[src/rtl/pipeline_hazard_ctrl.sv]
// Hazard controller beside decode: 3-entry EX/MEM/WB destination scoreboard,
// forwarding selects, load-use stalls, branch flush, halt drain and statistics.
module pipeline_hazard_ctrl #(
  parameter int REG_W = 5,
  parameter int CNT_W = 32
) (
  input  logic             clk_i,
  input  logic             reset_i,
  input  logic             id_valid_i,
  input  logic [REG_W-1:0] id_rs_i,
  input  logic [REG_W-1:0] id_rt_i,
  input  logic             id_uses_rt_i,
  input  logic [REG_W-1:0] id_dest_i,
  input  logic             id_reg_write_i,
  input  logic             id_is_load_i,
  input  logic             id_is_halt_i,
  input  logic             ex_branch_taken_i,
  output logic             stall_if_o,
  output logic             bubble_id_o,
  output logic             flush_o,
  output logic [1:0]       fwd_a_o,
  output logic [1:0]       fwd_b_o,
  output logic             halt_done_o,
  output logic [CNT_W-1:0] stall_count_o,
  output logic [CNT_W-1:0] hazard_count_o
);

  localparam logic [1:0] ST_RUN   = 2'd0;
  localparam logic [1:0] ST_DRAIN = 2'd1;
  localparam logic [1:0] ST_DONE  = 2'd2;

  typedef struct packed {
    logic             valid;
    logic [REG_W-1:0] dest;
    logic             reg_write;
    logic             is_load;
  } sb_entry_t;

  sb_entry_t        ex_q, mem_q, wb_q, ex_d;
  logic [1:0]       state_q, state_d;
  logic [CNT_W-1:0] stall_cnt_q, stall_cnt_d, haz_cnt_q, haz_cnt_d;

  logic in_run_s, load_use_s, stall_s, advance_s, hazard_s, sb_empty_s;
  logic rs_ex_s, rs_mem_s, rs_wb_s, rt_ex_s, rt_mem_s, rt_wb_s;

  // Register 0 is hardwired, so it never creates a dependence.
  function automatic logic sb_match(input sb_entry_t e, input logic [REG_W-1:0] r);
    return e.valid & e.reg_write & (e.dest == r) & (r != {REG_W{1'b0}});
  endfunction

  function automatic logic [1:0] fwd_sel(input logic ex_m, input logic ex_load,
                                         input logic mem_m, input logic wb_m);
    logic [1:0] sel;
    if (ex_m && !ex_load) begin
      sel = 2'b01;
    end else if (mem_m) begin
      sel = 2'b10;
    end else if (wb_m) begin
      sel = 2'b11;
    end else begin
      sel = 2'b00;
    end
    return sel;
  endfunction

  function automatic logic [CNT_W-1:0] sat_inc(input logic [CNT_W-1:0] c);
    return (c == {CNT_W{1'b1}}) ? c : c + CNT_W'(1);
  endfunction

  // Hazard detection, forwarding selects and next-state computation.
  always_comb begin
    rs_ex_s    = sb_match(ex_q, id_rs_i);
    rs_mem_s   = sb_match(mem_q, id_rs_i);
    rs_wb_s    = sb_match(wb_q, id_rs_i);
    rt_ex_s    = id_uses_rt_i & sb_match(ex_q, id_rt_i);
    rt_mem_s   = id_uses_rt_i & sb_match(mem_q, id_rt_i);
    rt_wb_s    = id_uses_rt_i & sb_match(wb_q, id_rt_i);
    in_run_s   = (state_q == ST_RUN);
    sb_empty_s = ~(ex_q.valid | mem_q.valid | wb_q.valid);
    load_use_s = in_run_s & id_valid_i & ex_q.is_load & (rs_ex_s | rt_ex_s);
    hazard_s   = rs_ex_s | rs_mem_s | rs_wb_s | rt_ex_s | rt_mem_s | rt_wb_s;
    // A taken branch kills the ID instruction, so it must not also stall.
    stall_s    = ~in_run_s | (load_use_s & ~ex_branch_taken_i);
    advance_s  = in_run_s & id_valid_i & ~stall_s & ~ex_branch_taken_i;

    fwd_a_o = fwd_sel(rs_ex_s, ex_q.is_load, rs_mem_s, rs_wb_s);
    if (id_uses_rt_i) begin
      fwd_b_o = fwd_sel(rt_ex_s, ex_q.is_load, rt_mem_s, rt_wb_s);
    end else begin
      fwd_b_o = 2'b00;
    end

    ex_d = '0;
    if (advance_s) begin
      ex_d.valid     = 1'b1;
      ex_d.dest      = id_dest_i;
      ex_d.reg_write = id_reg_write_i & ~id_is_halt_i;
      ex_d.is_load   = id_is_load_i & ~id_is_halt_i;
    end else begin
      ex_d = '0;
    end

    state_d = state_q;
    case (state_q)
      ST_RUN: begin
        if (advance_s && id_is_halt_i) begin
          state_d = ST_DRAIN;
        end else begin
          state_d = ST_RUN;
        end
      end
      ST_DRAIN: begin
        if (sb_empty_s) begin
          state_d = ST_DONE;
        end else begin
          state_d = ST_DRAIN;
        end
      end
      ST_DONE: state_d = ST_DONE;
      default: state_d = ST_RUN;
    endcase

    if (load_use_s && !ex_branch_taken_i) begin
      stall_cnt_d = sat_inc(stall_cnt_q);
    end else begin
      stall_cnt_d = stall_cnt_q;
    end
    if (advance_s && hazard_s) begin
      haz_cnt_d = sat_inc(haz_cnt_q);
    end else begin
      haz_cnt_d = haz_cnt_q;
    end
  end

  // Scoreboard shift, sequencing state and statistics registers.
  always_ff @(posedge clk_i) begin
    if (reset_i) begin
      ex_q        <= '0;
      mem_q       <= '0;
      wb_q        <= '0;
      state_q     <= ST_RUN;
      stall_cnt_q <= {CNT_W{1'b0}};
      haz_cnt_q   <= {CNT_W{1'b0}};
    end else begin
      ex_q        <= ex_d;
      mem_q       <= ex_q;
      wb_q        <= mem_q;
      state_q     <= state_d;
      stall_cnt_q <= stall_cnt_d;
      haz_cnt_q   <= haz_cnt_d;
    end
  end

  assign stall_if_o     = stall_s;
  assign bubble_id_o    = stall_s;
  assign flush_o        = ex_branch_taken_i;
  assign halt_done_o    = (state_q == ST_DONE);
  assign stall_count_o  = stall_cnt_q;
  assign hazard_count_o = haz_cnt_q;

endmodule
[config.mk]
export PLATFORM = sky130hd
export DESIGN_NAME = pipeline_hazard_ctrl
export DESIGN_NICKNAME = d
export VERILOG_FILES = /design/src/rtl/pipeline_hazard_ctrl.sv
export SDC_FILE = /design/constraint.sdc
export NUM_CORES = 1
export LEC_CHECK = 0
export ABC_AREA = 0
export CORE_ASPECT_RATIO = 0.6
export CORE_UTILIZATION = 25
export CTS_CLUSTER_SIZE = 28
export DETAILED_ROUTE_END_ITERATION = 7
export GPL_ROUTABILITY_DRIVEN = 0
export PLACE_DENSITY_LB_ADDON = 0.3
export REMOVE_ABC_BUFFERS = 1
export SLEW_MARGIN = 0
export SYNTH_ARGS = -nofsm -noshare
export SYNTH_HDL_FRONTEND = slang
export SYNTH_SLANG_ARGS = --single-unit
[constraint.sdc]
create_clock -name clk_i -period 2.5 [get_ports clk_i]
set_input_delay 0.25 -clock clk_i [delete_from_list [all_inputs] [get_ports clk_i]]
set_output_delay 0.25 -clock clk_i [all_outputs]
set_load 0.02 [all_outputs]
==> impl_metrics.yaml <==
synth:
  synthCells: 531
  ys_ff_latch: 88
  synth_cell_type_count: 52
  synth_common_cells: "88 x dfxtp_1, 51 x xnor2_1, 47 x nor2_1, 38 x nand2_1, 31 x a21oi_1"
  synth_area_sq_um: 4480
  synth_top_area_cell: "dfxtp_1"
  synth.area.top_cells: "dfxtp_1 39%, xnor2_1 10%, or4_1 4.7%"
  ys.warnings.count: 0
  synth_flop_cell: "dfxtp_1"
  yosysMostFrequentCell: "dfxtp_1"
  synth_edf_count: 0
  yosysTopAreaCellShare_pct: 39.4
  async_reset_ff_share_pct: 0
  yosysSeqAreaShare_pct: 39.4
  syn_avg_cell_area_sq_um: 8.43
sta:
  final_hold_viol_count: 0
  fin_skew_ps: 9.19
  post-route-period-util_pct: 99.8
  fmax_ghz: 0.401
  period_needed_ps: 2490
  setup_viol: 0
  finalWorstSetupSlack_ps: 5.67
  max_slew_margin_pct: 35.7
  timing.hold.ws_ps: 469
  rsz0062_at_grt: "true"
  drv_slew: 0
  worst_pin_slew_ps: 964
clocking:
  cts_tree: "yes"
  cts.reportedPaths.clkPinSlew_ps: 70
  htreeDepth: 3
  cts.sinks: 88
  cts_hold_buffers: 0
  ctsRootBufferMaster: "clkbuf_16"
  clock_latency_ps: 340
  cts_buffer_depth: 2
  cts_buffers: 9
critical_path:
  cp_data_arrival_time_ps: 2720
  end_kind: "flop"
  ff2ff_path_depth: 10
  required_ps: 2730
  path_max_fanout: 11
  start_kind: "primary input"
  crit_type: "primary input to flop"
die:
  coreArea_sq_um: 17300
  fp.dieH_um: 106
  rows: 37
  io_pins: 95
  die_area_sq_um: 18500
  die_w_um: 175
  start_util_pct: 25.8
cells_and_area:
  fillers: 1738
  diodes: 0
  area_delta_synth_final_pct: 50.5
  finalNetCount: 695
  drive_gt1_share_pct: 23.6
hold_path:
  min_path_type: "primary input to flop"
  hold-path-cell-count: 2
global_route:
  overflow: 0
  grt_use_total_pct: 15.7
  grt_antenna_before_repair: 0
  grt_pass1_wl_um: 23200
  first_global_vias: 4412
  grt_max_degree: 46
detailed_routing:
  routedWlPerCell_um: 15.9
  wirelength_um: 14400
  drt_iter0_drc: 295
  vias_per_cell: 5.00
  firstDrtPassIters: 5
  vias: 4546
  drt.antenna.violating_nets: 0
  drc: 0
pwr:
  p_per_area_nw_per_um2: 424
  p_leak_nw: 2.20
  irDropWorstVdd_uv: 224
place:
  place_ws_ps: -520
  portBuffers: 94
  hpwl_um: 10300
flow_run:
  max_cap_viol_count: 0
outcome:
  status: "finished clean"
==> final timing paths <==
| kind | from | end | slack (ps) |
|---|---|---|---|
| worst min-delay path | id_dest_i[1] | ex_q[3] | 470 |
| worst min register to register | stall_count_o[1] | stall_count_o[1] | 500 |
| worst max-delay path | id_rt_i[2] | hazard_count_o[18] | 6 |
| worst max register to register | wb_q[3] | hazard_count_o[3] | 30 |
==> power breakdown <==
group          internal, mW  switching, mW
registers              1.41         0.0104
logic                0.0843         0.0864
clock network         0.678          0.585
total                  2.17          0.682
==> layout by cell type, fill, tap and decap left out, types with 6 or more instances in the layout <==
cell             instances
clkdlybuf4s50_1         77
dfxtp_1                 76
buf_4                   56
xnor2_1                 47
nor2_1                  45
nand2_1                 37
nand3_1                 26
nor3_1                  25
nand4_1                 23
nor2b_1                 23
a21oi_1                 22
o31ai_1                 19
or4_1                   17
or4_4                   12
dfxtp_2                 10
a21oi_2                  9
clkbuf_16                9
and2_1                   8
and3_1                   7
dlygate4sd2_1            7
inv_1                    6
==> worst max-delay path: stages <==
cell,delay (ps)
clkdlybuf4s15_2,200
or4_4,520
o21ai_4,240
nor3_4,60
or4_4,560
o211ai_4,210
bufbuf_16,300
nor3_1,60
mux2_4,310
==> timing repair <==
item / CTS / global route
pin swaps: 20 / 32
setup buffers: 5 / 3
gates resized for setup: 65 / 47
cloned: 3 / 0
endpoints found under the setup margin: 37 / 30
==> layout make-up <==
cell class | count | area [sq um] | area share [%]
multi-input combinational | 404 | 2810 | 41.8
tap | 234 | 293 | 4.35
clock inverter | 6 | 45.0 | 0.669
clock buffer | 10 | 229 | 3.40
sequential | 88 | 1780 | 26.5
timing repair buffer | 160 | 1550 | 22.9
inverter | 7 | 26.3 | 0.390
==> metrics by stage <==
step	TNS [ps]	area (sq um)	utilization, %	power (mW)	instances
after floorplan	-12110	4310	-	1.50	499
after global placement	-18980	6030	34.8	1.61	883
after detailed placement	-23240	6030	34.8	1.61	883
after CTS	-45.2	6540	37.7	2.89	907
after global routing	-408	6730	38.9	2.96	909
final	0	6730	38.9	2.85	909
==> cell families (layout without fill, tap and decap cells) <==
kind of cell             count (synthesis)  count (layout)  share of synthesized area (%)
AO/OA/AOI/OAI                           76              76                           11.0
multiplexers                             6               6                           1.76
buffers and inverters                   39             183                           4.19
AND/OR/NAND/NOR                        268             268                           33.0
flip-flops                              88              88                           39.4
adder cells (fa/ha/maj)                  2               2                          0.559
XOR/XNOR                                52              52                           10.2
==> registers in the layout, indices dropped and copies added (netlist names) <==
| signal | cells |
|---|---|
| mem_q | 7 |
| state_q | 2 |
| ex_q | 8 |
| stall_count_o | 32 |
| wb_q | 7 |
| hazard_count_o | 32 |
==> per-layer routing <==
metal,part of all wire (%),wire length [um],GRT usage [%]
met5,0,0,0
met4,0.97,140,4.16
met3,5.9,856,3.68
met2,43,6170,22.9
met1,50,7250,22.9
No activity file was read; power rests on OpenSTA's default activity.
